[config.mk]
export PLATFORM = sky130hd
export DESIGN_NAME = tap_dr_reg
export DESIGN_NICKNAME = d
export VERILOG_FILES = /design/src/rtl/tap_pkg.sv /design/src/rtl/tap_negedge_ff.sv /design/src/rtl/tap_dr_reg.sv
export SDC_FILE = /design/constraint.sdc
export NUM_CORES = 1
export LEC_CHECK = 0
export BUFFER_PORTS_ARGS = -buffer_cell sky130_fd_sc_hd__buf_2
export CAP_MARGIN = 20
export CORE_UTILIZATION = 48
export DETAILED_ROUTE_END_ITERATION = 10
export GPL_ROUTABILITY_DRIVEN = 0
export GPL_TIMING_DRIVEN = 0
export HOLD_SLACK_MARGIN = 0.08
export MAX_ROUTING_LAYER = met4
export PLACE_DENSITY = 0.75
export SYNTH_ARGS = -nofsm -noshare
export SYNTH_HDL_FRONTEND = slang
export SYNTH_SLANG_ARGS = --single-unit
[constraint.sdc]
create_clock -name tck_i -period 1.3 [get_ports tck_i]
set_input_delay 0.26 -clock tck_i [delete_from_list [all_inputs] [get_ports tck_i]]
set_output_delay 0.26 -clock tck_i [all_outputs]
set_load 0.05 [all_outputs]
[src/rtl/tap_pkg.sv]
// Shared TAP definitions: controller state encoding, register widths and
// the bit-count helper used by the data registers.
package tap_pkg;

    typedef enum logic [3:0] {
        TEST_LOGIC_RESET = 4'h0,
        RUN_TEST_IDLE    = 4'h1,
        SELECT_DR_SCAN   = 4'h2,
        CAPTURE_DR       = 4'h3,
        SHIFT_DR         = 4'h4,
        EXIT1_DR         = 4'h5,
        PAUSE_DR         = 4'h6,
        EXIT2_DR         = 4'h7,
        UPDATE_DR        = 4'h8,
        SELECT_IR_SCAN   = 4'h9,
        CAPTURE_IR       = 4'hA,
        SHIFT_IR         = 4'hB,
        EXIT1_IR         = 4'hC,
        PAUSE_IR         = 4'hD,
        EXIT2_IR         = 4'hE,
        UPDATE_IR        = 4'hF
    } tap_state_e;

    localparam int IR_WIDTH = 5;
    localparam int DR_WIDTH = 32;

    // Shift counter must hold 0..w+1 so over-length scans stay detectable.
    function automatic int cnt_width(input int w);
        return $clog2(w + 2);
    endfunction

endpackage

[src/rtl/tap_negedge_ff.sv]
// Falling-edge register with synchronous active-low reset; used wherever
// the TAP must launch data on the falling edge of TCK (e.g. TDO).
module tap_negedge_ff #(
    parameter int            W       = 1,
    parameter logic [W-1:0]  RST_VAL = '0
) (
    input  logic         clk_i,
    input  logic         rst_ni,
    input  logic [W-1:0] d_i,
    output logic [W-1:0] q_o
);

    logic [W-1:0] q_q;

    // Capture d on the falling edge; reset is sampled on that same edge.
    always_ff @(negedge clk_i) begin
        if (!rst_ni) q_q <= RST_VAL;
        else         q_q <= d_i;
    end

    assign q_o = q_q;

endmodule

[src/rtl/tap_dr_reg.sv]
// JTAG data register: capture / shift / update with a shift-length check
// guarding the parallel update, and a falling-edge retimed TDO.
module tap_dr_reg
    import tap_pkg::*;
#(
    parameter int               WIDTH      = 32,
    parameter logic [WIDTH-1:0] RESET_VAL  = '0,
    parameter bit               STRICT_LEN = 1'b1
) (
    input  logic             tck_i,
    input  logic             trst_ni,
    input  logic             sel_i,
    input  logic             capture_dr_i,
    input  logic             shift_dr_i,
    input  logic             update_dr_i,
    input  logic             tdi_i,
    input  logic [WIDTH-1:0] cap_data_i,
    output logic [WIDTH-1:0] upd_data_o,
    output logic             upd_valid_o,
    output logic             len_err_o,
    output logic             tdo_o
);

    localparam int             CNT_W    = cnt_width(WIDTH);
    localparam logic [CNT_W-1:0] CNT_FULL = CNT_W'(WIDTH);
    localparam logic [CNT_W-1:0] CNT_SAT  = CNT_W'(WIDTH + 1);

    logic [WIDTH-1:0] shift_q, shift_d;
    logic [WIDTH-1:0] upd_q, upd_d;
    logic [CNT_W-1:0] cnt_q, cnt_d;
    logic             upd_valid_q, upd_valid_d;
    logic             len_err_q, len_err_d;
    logic [WIDTH-1:0] shifted;
    logic             len_ok;

    // LSB leaves first; TDI enters at the MSB.
    if (WIDTH == 1) begin : g_w1
        assign shifted = tdi_i;
    end else begin : g_wn
        assign shifted = {tdi_i, shift_q[WIDTH-1:1]};
    end

    assign len_ok = !STRICT_LEN || (cnt_q == CNT_FULL);

    // Strobe decode: capture beats shift beats update; deselected holds.
    always_comb begin
        shift_d     = shift_q;
        upd_d       = upd_q;
        cnt_d       = cnt_q;
        len_err_d   = len_err_q;
        upd_valid_d = 1'b0;
        if (sel_i) begin
            if (capture_dr_i) begin
                shift_d   = cap_data_i;
                cnt_d     = '0;
                len_err_d = 1'b0;
            end else if (shift_dr_i) begin
                shift_d = shifted;
                if (cnt_q != CNT_SAT) cnt_d = cnt_q + 1'b1;
            end else if (update_dr_i) begin
                if (len_ok) begin
                    upd_d       = shift_q;
                    upd_valid_d = 1'b1;
                end else begin
                    len_err_d = 1'b1;
                end
            end
        end
    end

    // Rising-edge state; reset wins over every strobe.
    always_ff @(posedge tck_i) begin
        if (!trst_ni) begin
            shift_q     <= RESET_VAL;
            upd_q       <= RESET_VAL;
            cnt_q       <= '0;
            upd_valid_q <= 1'b0;
            len_err_q   <= 1'b0;
        end else begin
            shift_q     <= shift_d;
            upd_q       <= upd_d;
            cnt_q       <= cnt_d;
            upd_valid_q <= upd_valid_d;
            len_err_q   <= len_err_d;
        end
    end

    tap_negedge_ff #(.W(1), .RST_VAL(1'b0)) u_tdo_ff (
        .clk_i  (tck_i),
        .rst_ni (trst_ni),
        .d_i    (shift_q[0]),
        .q_o    (tdo_o)
    );

    assign upd_data_o  = upd_q;
    assign upd_valid_o = upd_valid_q;
    assign len_err_o   = len_err_q;

endmodule

## Word-level counts from Yosys, hierarchy flattened

Cells that the tools add are included.

| operators by class | value |
|---|---|
| equality and inequality tests | 4 |
| bitwise logic cells | 5 |
| reductions and logical operators | 8 |
| mux-type cells | 10 |
| add/subtract/negate cells | 1 |

Operator list:

| operator | number |
|---|---|
| $mux W32 | 2 |
| $mux W6 | 3 |
| $add A6 B1 Y6 const B | 1 |
| $eq A6 B6 Y1 const B | 1 |
| $ne A6 B6 Y1 const B | 1 |
| $reduce_bool A2 Y1 | 3 |
| $mux W1 | 5 |
| $not A1 Y1 | 5 |
| $reduce_and A5 Y1 | 1 |
| $reduce_or A5 Y1 | 1 |
| $ne A2 B2 Y1 const B | 2 |
| $reduce_and A4 Y1 | 1 |
| $reduce_and A3 Y1 | 1 |
| $reduce_and A2 Y1 | 1 |

| storage, ports and cells | value |
|---|---|
| output and inout bits | 35 |
| bits of input ports | 39 |
| flip-flop bits (word level) | 73 |
| word-level logic and storage cells | 34 |

## Logic depth before layout (Yosys ltp)

Gate-level depths: netlist (run 1).

| depth | value |
|---|---|
| word-level depth | 5 |
| depth in mapped cells | 6 |
| gate-level depth less buffers | 4 |

## By module

From an unflattened synthesis (run 1), not the netlist that was laid out.

| second synthesis, totals | value |
|---|---|
| cell total of the unflattened synthesis | 343 |
| area, all modules | 3236.9 um^2 |

By module, submodules not included:

| module | times used | area an instance (um^2) | cells each | seq. area each (um^2) |
|---|---|---|---|---|
| tap_dr_reg | 1 | 3206.8 | 340 | 1441.4 |
| tap_negedge_ff | 1 | 30.0 | 3 | 20.0 |

==> qor.csv, run 1 <==
metric,value,unit
number of cells on the critical path,1,
"commonest non-fill, non-tap cells in the layout","buf_2, nand2_1, dfxtp_1, mux2i_1, nor2_1",
RR Endpoint,upd_data_o[1],
vias in the first global route,2630,
Ys Warns,0,
CP endpoint,tdo_o,
TritonCTS clock tree,yes,
ratio of cells with drive above 1 in the final layout,29.56,%
"Cell Area, Synth",3204,sq um
"EDFF count, synth",0,
max-cap violations,0,
Final #Nets,470,
# DRC,0,
Via-to-Cell Ratio,5.278,
final worst slack,-0.4531,ns
Placed Cells,486,
"Req. time, crit path",1.04,ns
Row Count,29,
detailed router's first-iteration violation count,151,
setup TNS,-4.874,ns
WL final,7719,um
Slew Limit Fails,0,
syn avg cell area,9.480,sq um
overall power,0.005296,W
RSZ-0062 raised after global routing,yes,
Initial Utilization,50.18,%
port bufs,71,
failing checks,negative setup slack,
maximum number of pins on one net before global-route repair,13,
ranking of synthesized cells by area,"dfxtp_1, mux2i_1, a211oi_1",
crit path DAT,1.49,ns
Final Skew,0.03462,ns
Min-Delay Path Class,input port to register,
P per Cell Area,1281,nW/um^2
H-tree Lvls,3,
kind of cell adding the most delay to the critical path,flip-flops,
Most used DFF post-synth,dfxtp_1,
Clock Tree Buf Depth,2,
CTS buffer count,9,
CP Launch Type,register,
drt pass-1 iters,5,
crit-path cells,buf_8,
Die H,83.71,um
"area leader, netlist",dfxtp_1,
"commonest non-fill, non-tap cell in the layout",buf_2,
Worst-Skew Late Latency,0.38,ns
Leak,1.756,nW
Multi-input gate area,1599,sq um
worst flop-to-flop path startpoint,cnt_q[2],
Vias,2692,
core area,6386,sq um
filler instances,506,
design area,4133,sq um
die area,7007,sq um
initial antenna violation count,0,
worst slew pin tran,0.5936,ns
Gate Count Post-Synth,338,
syn nets,380,
Congestion Overflow GR,0,
diode count,0,
asr flop ratio synth,0,%
reg2reg setup slack,-0.16,ns
synthesized flop and latch total,73,
Die X,83.71,um
Final Util,64.71,%
Critical Path Start,u_tdo_ff.q_o,
Area growth syn-to-layout,28.97,%
# hold bufs at CTS,0,
maximum fanout along the worst path,1,
routed len/inst,15.14,um
Clock Pin Slew Worst Setup and Hold Paths,0.08,ns
GRT Total Usage,23.78,%
Critical Path Slowest Stage Cell,dfxtp_2,
Sink Count,73,
Finished Layout Cells,510,
worst vdd ir,0.8107,mV
"antenna viol nets, final",0,
Bufs and invs on worst path,1,
root buffer selected by CTS,clkbuf_8,
sequential element share of the synthesized area,45.61,%
worst relative slew slack,60.16,%
DP Area,3672,sq um
Unique masters post-synth,33,
crit path capture type,primary output,
Finish-stage setup viols,35,
hpwl dp,5146,um
post-synth top area share,45.61,%
status,"complete, but fails checks",
reg2reg path depth,5,
first-pass GRT wire length,12740,um
register area,1474,sq um
Worst path max stage delay,0.32,ns
Crit Path Class,register to primary output,
# IOs,74,
endpoints failing hold,0,
==> worst reg2reg max path: stages, from the launching register on <==
cell and delay [ns]:
dfxtp_4 0.37, nor4b_4 0.31, and3_4 0.25, buf_12 0.15, buf_12 0.13, mux2i_1 0.19
==> synth_stat cells (4+ instances only) <==
master	n
buf_1	5
dfxtp_1	73
o21ai_0	4
inv_1	5
buf_2	6
nand2_1	67
a211oi_1	34
mux2i_1	64
clkbuf_1	13
nor2_1	33
==> per-layer routing <==
metal	track usage, %	up-vias	wire length [um]
li1	-	1358	-
met1	30.36	1237	3550
met2	35.55	84	3574
met3	4.748	13	454
met4	12.63	0	140
met5	-	-	0
==> power breakdown <==
group / switching (W) / internal (W)
clock: 0.000867 / 0.00157
combinational: 0.000274 / 0.000202
sequential: 0.0000646 / 0.00231
==> state kept, by name (all words and copies together) (netlist names) <==
name and flops:
cnt_q 6, upd_valid_o 1, upd_data_o 32, shift_q 32
len_err_o 1, u_tdo_ff.q_o 1
==> timing repair <==
| action | CTS | global route |
|---|---|---|
| cloned | 3 | 0 |
| setup buffers | 6 | 2 |
| gates resized for setup | 13 | 20 |
| setup endpoints to repair | 39 | 60 |
| pin swaps | 3 | 6 |
==> metrics by stage <==
| step | worst slack (ns) | hold WS, ns |
|---|---|---|
| 6_report | -0.4531 | 0.2394 |
| 5_1_grt | -0.4948 | 0.2550 |
| 4_1_cts | -0.4561 | 0.2393 |
| 3_5_place_dp | -0.4178 | 0.4456 |
| 3_3_place_gp | -0.3575 | 0.4414 |
| 2_1_floorplan | -0.1641 | 0.4503 |
==> worst min-delay path by stage <==
stage / end / cells past startpoint / from / slack [ns]
after detailed placement: upd_data_o[30] / 2 / upd_data_o[30] / 0.45
after floorplan: len_err_o / 2 / sel_i / 0.45
final: shift_q[10] / 3 / cap_data_i[10] / 0.24
after CTS: shift_q[13] / 3 / cap_data_i[13] / 0.24
after global placement: upd_data_o[29] / 2 / upd_data_o[29] / 0.44
after global routing: shift_q[12] / 3 / cap_data_i[12] / 0.25
==> cell families after synthesis <==
family	Yosys count	share of synthesized area, %
buf+inv	33	5.857
fa+ha+maj	3	1.172
compound gates	50	11.95
mux	64	19.99
flops	73	45.61
simple gates	115	15.42
==> layout make-up <==
cell class | instances | share of cell area, %
multi-input combinational | 232 | 38.69
sequential | 73 | 35.66
timing repair buffer | 79 | 11.53
buffer | 28 | 4.632
clock buffer | 11 | 3.663
clock inverter | 6 | 3.118
tap | 77 | 2.331
inverter | 4 | 0.3633
No activity file was read; power rests on OpenSTA's default activity.
==> run 2, diff against run 1 <==
Settings changed: SYNTH_HIERARCHICAL set to 1.
==> run 2 against run 1 <==
  * The flow finishes with violations (design-rule violations, negative setup slack)
  * Die area rose by 0.99%
  * Synthesized cell count increased by 1.5%
  * Largest cell class unchanged
  * Clock skew up 0.0072 ns
  * Critical endpoint unchanged
  * Global-route usage decreased by 0.50 points
  * Synthesized area rose by 1.0%
  * Sequential cell count unchanged
  * Critical path type unchanged
  * Power shrank 13%
  * Non-clock buffer count grew 6
  * Final area up 1.3%
  * Count of clock-buffer cells in the layout increased by 3
  * First-iteration DRC count is 28% lower
==> qor.csv, run 2 <==
metric,value,unit,change
maximum fanout along the worst path,1,,unchanged
crit path capture type,primary output,,
HP Start,cap_data_i[5],,
CTS buffer count,9,,unchanged
reg2reg path depth,6,,+1
"antenna viol nets, final",0,,unchanged
ranking of synthesized cells by area,"dfxtp_1, mux2i_1, nand2_1",,
routed len/inst,14.90,um,-1.5%
H-tree Lvls,3,,unchanged
Congestion Overflow GR,0,,unchanged
Synth top cells by count,"dfxtp_1, nand2_1, mux2i_1",,
endpoints failing hold,0,,unchanged
RSZ-0062 raised after global routing,yes,,
Slew Limit Fails,0,,unchanged
Critical Path Slowest Stage Cell,dfxtp_2,,
"Cell Area, Synth",3237,sq um,+1.0%
Gate Count Post-Synth,343,,+1.5%
syn avg cell area,9.437,sq um,-0.46%
initial antenna violation count,0,,unchanged
maximum number of pins on one net before global-route repair,12,,-1
"commonest non-fill, non-tap cell in the layout",buf_2,,
Crit Path Class,register to primary output,,
Worst-Skew Late Latency,0.38,ns,about the same
pre-CTS WS,-0.3259,ns,+0.09184 ns
worst slew pin tran,0.7733,ns,+0.1796 ns
hold slack final,0.2595,ns,+0.02009 ns
die area,7076,sq um,+0.99%
worst vdd ir,0.7057,mV,-13%
Bufs and invs on worst path,1,,unchanged
failing checks,"design-rule violations, negative setup slack",,
worst flop-to-flop path startpoint,cnt_q[2],,
drt pass-1 iters,7,,+2
Vias,2788,,+3.6%
sequential element share of the synthesized area,45.15,%,-0.46 points
Ys Warns,6,,+6
Finish-stage setup viols,37,,+5.7%
Die X,84.12,um,+0.50%
GRT Total Usage,23.27,%,-0.50 points
Clock Tree Buf Depth,2,,unchanged
Placed Cells,493,,+1.4%
P per Cell Area,1099,nW/um^2,-14%
# IOs,74,,unchanged
Row Count,29,,unchanged
Most used DFF post-synth,dfxtp_1,,
root buffer selected by CTS,clkbuf_8,,
Area growth syn-to-layout,29.34,%,
TritonCTS clock tree,yes,,
syn nets,385,,+1.3%
Clock Pin Slew Worst Setup and Hold Paths,0.07,ns,about the same
ratio of cells with drive above 1 in the final layout,31.24,%,+1.7 points
reg2reg setup slack,-0.29,ns,-0.13 ns
Die H,84.12,um,+0.50%
max-cap violations,0,,unchanged
Min-Delay Path Class,input port to register,,
"area leader, netlist",dfxtp_1,,
status,"complete, but fails checks",,
crit path DAT,1.51,ns,+0.02 ns
Unique masters post-synth,40,,+21%
CP Launch Type,register,,
diode count,0,,unchanged
Sink Count,73,,unchanged
asr flop ratio synth,0,%,unchanged
most instantiated library cell after synthesis,dfxtp_1,,
detailed router's first-iteration violation count,109,,-28%
Worst path max stage delay,0.32,ns,about the same
core area,6422,sq um,+0.57%
setup TNS,-7.454,ns,-2.580 ns
"Req. time, crit path",1.04,ns,about the same
vias in the first global route,2690,,+2.3%
Leak,1.761,nW,+0.30%
WL final,7779,um,+0.78%
Final #Nets,482,,+2.6%
Finished Layout Cells,522,,+2.4%
kind of cell adding the most delay to the critical path,flip-flops,,
Via-to-Cell Ratio,5.341,,+1.2%
RR Endpoint,upd_data_o[3],,
Final Skew,0.04182,ns,+0.007206 ns
# hold bufs at CTS,0,,unchanged
crit-path cells,buf_6,,
port bufs,73,,+2.8%
Hold Path End,shift_q[5],,
"EDFF count, synth",0,,unchanged
final worst slack,-0.4682,ns,-0.01505 ns
Hold Crit Depth,3,,unchanged
worst relative slew slack,48.10,%,-12 points
# DRC,8,,+8
"commonest non-fill, non-tap cells in the layout","buf_2, nand2_1, dfxtp_1, mux2i_1, a211oi_1",,
hpwl dp,5000,um,-2.9%
first-pass GRT wire length,12590,um,-1.1%
post-synth top area share,45.15,%,-0.46 points
Initial Utilization,50.40,%,+0.22 points
synthesized flop and latch total,73,,unchanged
run 2: cell types whose count changed after synthesis, moves of 2 or more:
cell	change
nand2_1	+3
o211ai_1	+2
o21ai_0	-3
nand4_1	-2
buf_4	+3
a32o_1	-3
buf_2	-4
nor3b_1	-2
run 2: timing repair:
| action | in CTS | in global routing |
|---|---|---|
| pin swaps | 3 | 2 |
| setup buffers | 11 | 5 |
| cloned | 3 | 0 |
| endpoints found under the setup margin | 36 | 47 |
| gates resized for setup | 23 | 25 |
| hold endpoints to repair | 0 | 0 |
run 2: area by class of cell:
class	instances	area (sq um)
fillers	539	2236
multi-input cells	237	1669
flip-flops and latches	73	1478
repair buffers	88	575.6
clock buffers	14	182.7
plain buffers	25	152.6
well taps	77	96.34
inverters	5	18.77
clock inverters	3	13.76
run 2: worst max path at each step:
stage | start | end | slack [ns] | cells after the start
floorplan | cnt_q[2] | upd_data_o[0] | -0.13 | 6
global placement | trst_ni | cnt_q[3] | -0.33 | 5
detailed placement | trst_ni | cnt_q[3] | -0.33 | 5
CTS | u_tdo_ff/q_o | tdo_o | -0.47 | 1
global route | u_tdo_ff/q_o | tdo_o | -0.49 | 1
finish | u_tdo_ff/q_o | tdo_o | -0.47 | 1
run 2: metrics by stage:
| step | util, % | instance area, sq um | power [W] |
|---|---|---|---|
| after detailed placement | 57.61 | 3700 | 0.002895 |
| after global routing | 65.19 | 4187 | 0.004786 |
| after floorplan | - | 3238 | 0.002738 |
| after global placement | 57.61 | 3700 | 0.002883 |
| after CTS | 64.45 | 4139 | 0.004585 |
| final | 65.19 | 4187 | 0.004600 |
run 2: per-layer routing:
| layer | GRT usage [%] | vias up | share of wire, % |
|---|---|---|---|
| met3 | 4.055 | 16 | 4.9 |
| met2 | 36.59 | 93 | 46 |
| met4 | 11.13 | 0 | 2.2 |
| met1 | 29.05 | 1290 | 47 |
| met5 | - | - | 0 |
| li1 | - | 1389 | - |
run 2: kinds of logic after synthesis:
group	count (synthesis)	synth area share [%]
adder cells (fa/ha/maj)	3	1.160
flip-flops	73	45.15
AO/OA/AOI/OAI	50	11.71
multiplexers	64	19.79
buffers and inverters	33	6.223
AND/OR/NAND/NOR	120	15.96
run 2: where the power goes:
| part | leakage, nW | internal (W) | switching [W] |
|---|---|---|---|
| combinational | 1.06 | 0.000208 | 0.000283 |
| sequential | 0.600 | 0.00232 | 0.0000656 |
| clock | 0.104 | 0.000900 | 0.000828 |
| total | 1.76 | 0.00342 | 0.00118 |
==> run 3, diff against run 2 <==
==> constraint.sdc (replaced) <==
create_clock -name tck_i -period 1.3 [get_ports tck_i]
set_input_delay 0.325 -clock tck_i [delete_from_list [all_inputs] [get_ports tck_i]]
set_output_delay 0.325 -clock tck_i [all_outputs]
set_load 0.05 [all_outputs]
==> run 3 against run 2 <==
  * The flow still finishes with violations (design-rule violations, negative setup slack)
  * Worst setup slack got worse by 0.066 ns
  * Wire length is 5.8% higher
  * Die area is the same
  * Final area up 2.4%
  * Combinational power grew 4.9%
==> qor.csv, run 3 (synthesized netlist as in run 2, its figures left out) <==
metric,value,unit,change
status,"complete, but fails checks",,
failing checks,"design-rule violations, negative setup slack",,
H-tree Lvls,3,,unchanged
drt pass-1 iters,8,,+1
Via-to-Cell Ratio,5.395,,+1.0%
Worst-Skew Late Latency,0.38,ns,about the same
routed len/inst,15.70,um,+5.4%
Final Skew,0.03899,ns,-0.002830 ns
Crit Path Class,register to primary output,,
Sink Count,73,,unchanged
"commonest non-fill, non-tap cells in the layout","nand2_1, dfxtp_1, mux2i_1, buf_2",,
Area growth syn-to-layout,32.43,%,
WL final,8229,um,+5.8%
met2 Use GR,39.87,%,+3.3 points
Min-Delay Path Class,input port to register,,
reg2reg path depth,5,,-1
detailed router's first-iteration violation count,121,,+11%
"commonest non-fill, non-tap cell in the layout",nand2_1,,
Die H,84.12,um,unchanged
kind of cell adding the most delay to the critical path,flip-flops,,
reg2reg setup slack,-0.21,ns,+0.08 ns
Hold Crit Depth,3,,unchanged
Final #Nets,484,,+0.41%
ratio of cells with drive above 1 in the final layout,31.54,%,+0.31 points
die area,7076,sq um,unchanged
RR Endpoint,upd_data_o[4],,
Slew Limit Fails,0,,unchanged
worst relative slew slack,50.19,%,+2.1 points
RSZ-0062 raised after global routing,yes,,
Initial Utilization,50.40,%,unchanged
Hold Path End,shift_q[25],,
met3 usage,4.154,%,+0.099 points
Die X,84.12,um,unchanged
maximum fanout along the worst path,1,,unchanged
final worst slack,-0.5339,ns,-0.06569 ns
maximum number of pins on one net before global-route repair,14,,+2
Congestion Overflow GR,0,,unchanged
Bufs and invs on worst path,1,,unchanged
"Req. time, crit path",0.98,ns,-0.06 ns
crit path DAT,1.51,ns,about the same
Leak,1.755,nW,-0.35%
root buffer selected by CTS,clkbuf_8,,
gr busiest metal,met2,,
HP Start,cap_data_i[25],,
Vias,2827,,+1.4%
# DRC,6,,-2
Worst path max stage delay,0.34,ns,+0.02 ns
diode count,0,,unchanged
endpoints failing hold,0,,unchanged
hpwl dp,5091,um,+1.8%
CTS buffer count,9,,unchanged
CP Launch Type,register,,
TritonCTS clock tree,yes,,
initial antenna violation count,0,,unchanged
Critical Path Slowest Stage Cell,dfxtp_4,,
met1 usage,30.51,%,+1.5 points
"antenna viol nets, final",0,,unchanged
vias in the first global route,2747,,+2.1%
first-pass GRT wire length,13340,um,+6.0%
worst flop-to-flop path startpoint,cnt_q[2],,
max-cap violations,0,,unchanged
Clock Tree Buf Depth,2,,unchanged
GRT Total Usage,24.79,%,+1.5 points
Row Count,29,,unchanged
Finish-stage setup viols,38,,+2.7%
worst vdd ir,0.6220,mV,-12%
crit path capture type,primary output,,
crit-path cells,buf_8,,
DP Area,3702,sq um,about the same
Clock Pin Slew Worst Setup and Hold Paths,0.08,ns,about the same
hold slack final,0.3211,ns,+0.06167 ns
# IOs,74,,unchanged
core area,6422,sq um,unchanged
number of cells on the critical path,1,,unchanged
port bufs,73,,unchanged
design area,4287,sq um,+2.4%
P per Cell Area,1135,nW/um^2,+3.3%
worst slew pin tran,0.7422,ns,-0.03109 ns
## run 3: cell count changes in the layout (fill, tap and decap cells not counted), moves of 2 or more
cell	delta
buf_2	-20
clkbuf_4	+18
buf_4	+4
clkbuf_8	-4
clkinvlp_4	+4
buf_12	+2
bufinv_16	+2
dfxtp_2	-2
## run 3: power by group
part,total (W),switching (W),internal (W)
registers,0.00238,0.0000642,0.00231
logic,0.000515,0.000295,0.000221
clock network,0.00197,0.000893,0.00108
total,0.00487,0.00125,0.00361
## run 3: worst max-delay path by stage
stage               endpoint  slack [ns]          from
3_3_place_gp        cnt_q[3]       -0.39       trst_ni
2_1_floorplan  upd_data_o[0]       -0.13      cnt_q[2]
3_5_place_dp        cnt_q[3]       -0.40       trst_ni
4_1_cts                tdo_o       -0.54  u_tdo_ff/q_o
6_report               tdo_o       -0.53  u_tdo_ff/q_o
5_1_grt                tdo_o       -0.55  u_tdo_ff/q_o
## run 3: routing by layer
layer  routed length [um]  part of all wire [%]
met1                 3797                    46
met2                 3920                    48
met3                  313                   3.8
met4                  198                   2.4
met5                    0                     0
## run 3: final cells by class
class                      instances  area [sq um]
timing repair buffer              89         609.3
buffer                            26         181.4
clock inverter                     8         98.84
sequential                        73          1479
multi-input combinational        237          1679
clock buffer                       9         123.9
inverter                           5         18.77
fill                             515          2136
tap                               77         96.34
## run 3: metrics by stage
stage | total power (W) | util (%) | setup WS (ns) | setup TNS [ns] | std cells
after floorplan | 0.002736 | - | -0.1259 | -3.765 | 343
after global placement | 0.002882 | 57.65 | -0.3872 | -20.71 | 493
after detailed placement | 0.002894 | 57.65 | -0.3986 | -22.32 | 493
after CTS | 0.004845 | 65.83 | -0.5402 | -5.884 | 522
after global routing | 0.005072 | 66.74 | -0.5514 | -8.431 | 524
final | 0.004865 | 66.74 | -0.5339 | -6.741 | 524
## run 3: repair_timing
item,CTS,global route
pin swaps,3,4
cloned,4,0
setup endpoints to repair,38,88
hold buffers,0,0
resized for setup,35,33
buffers inserted,10,6
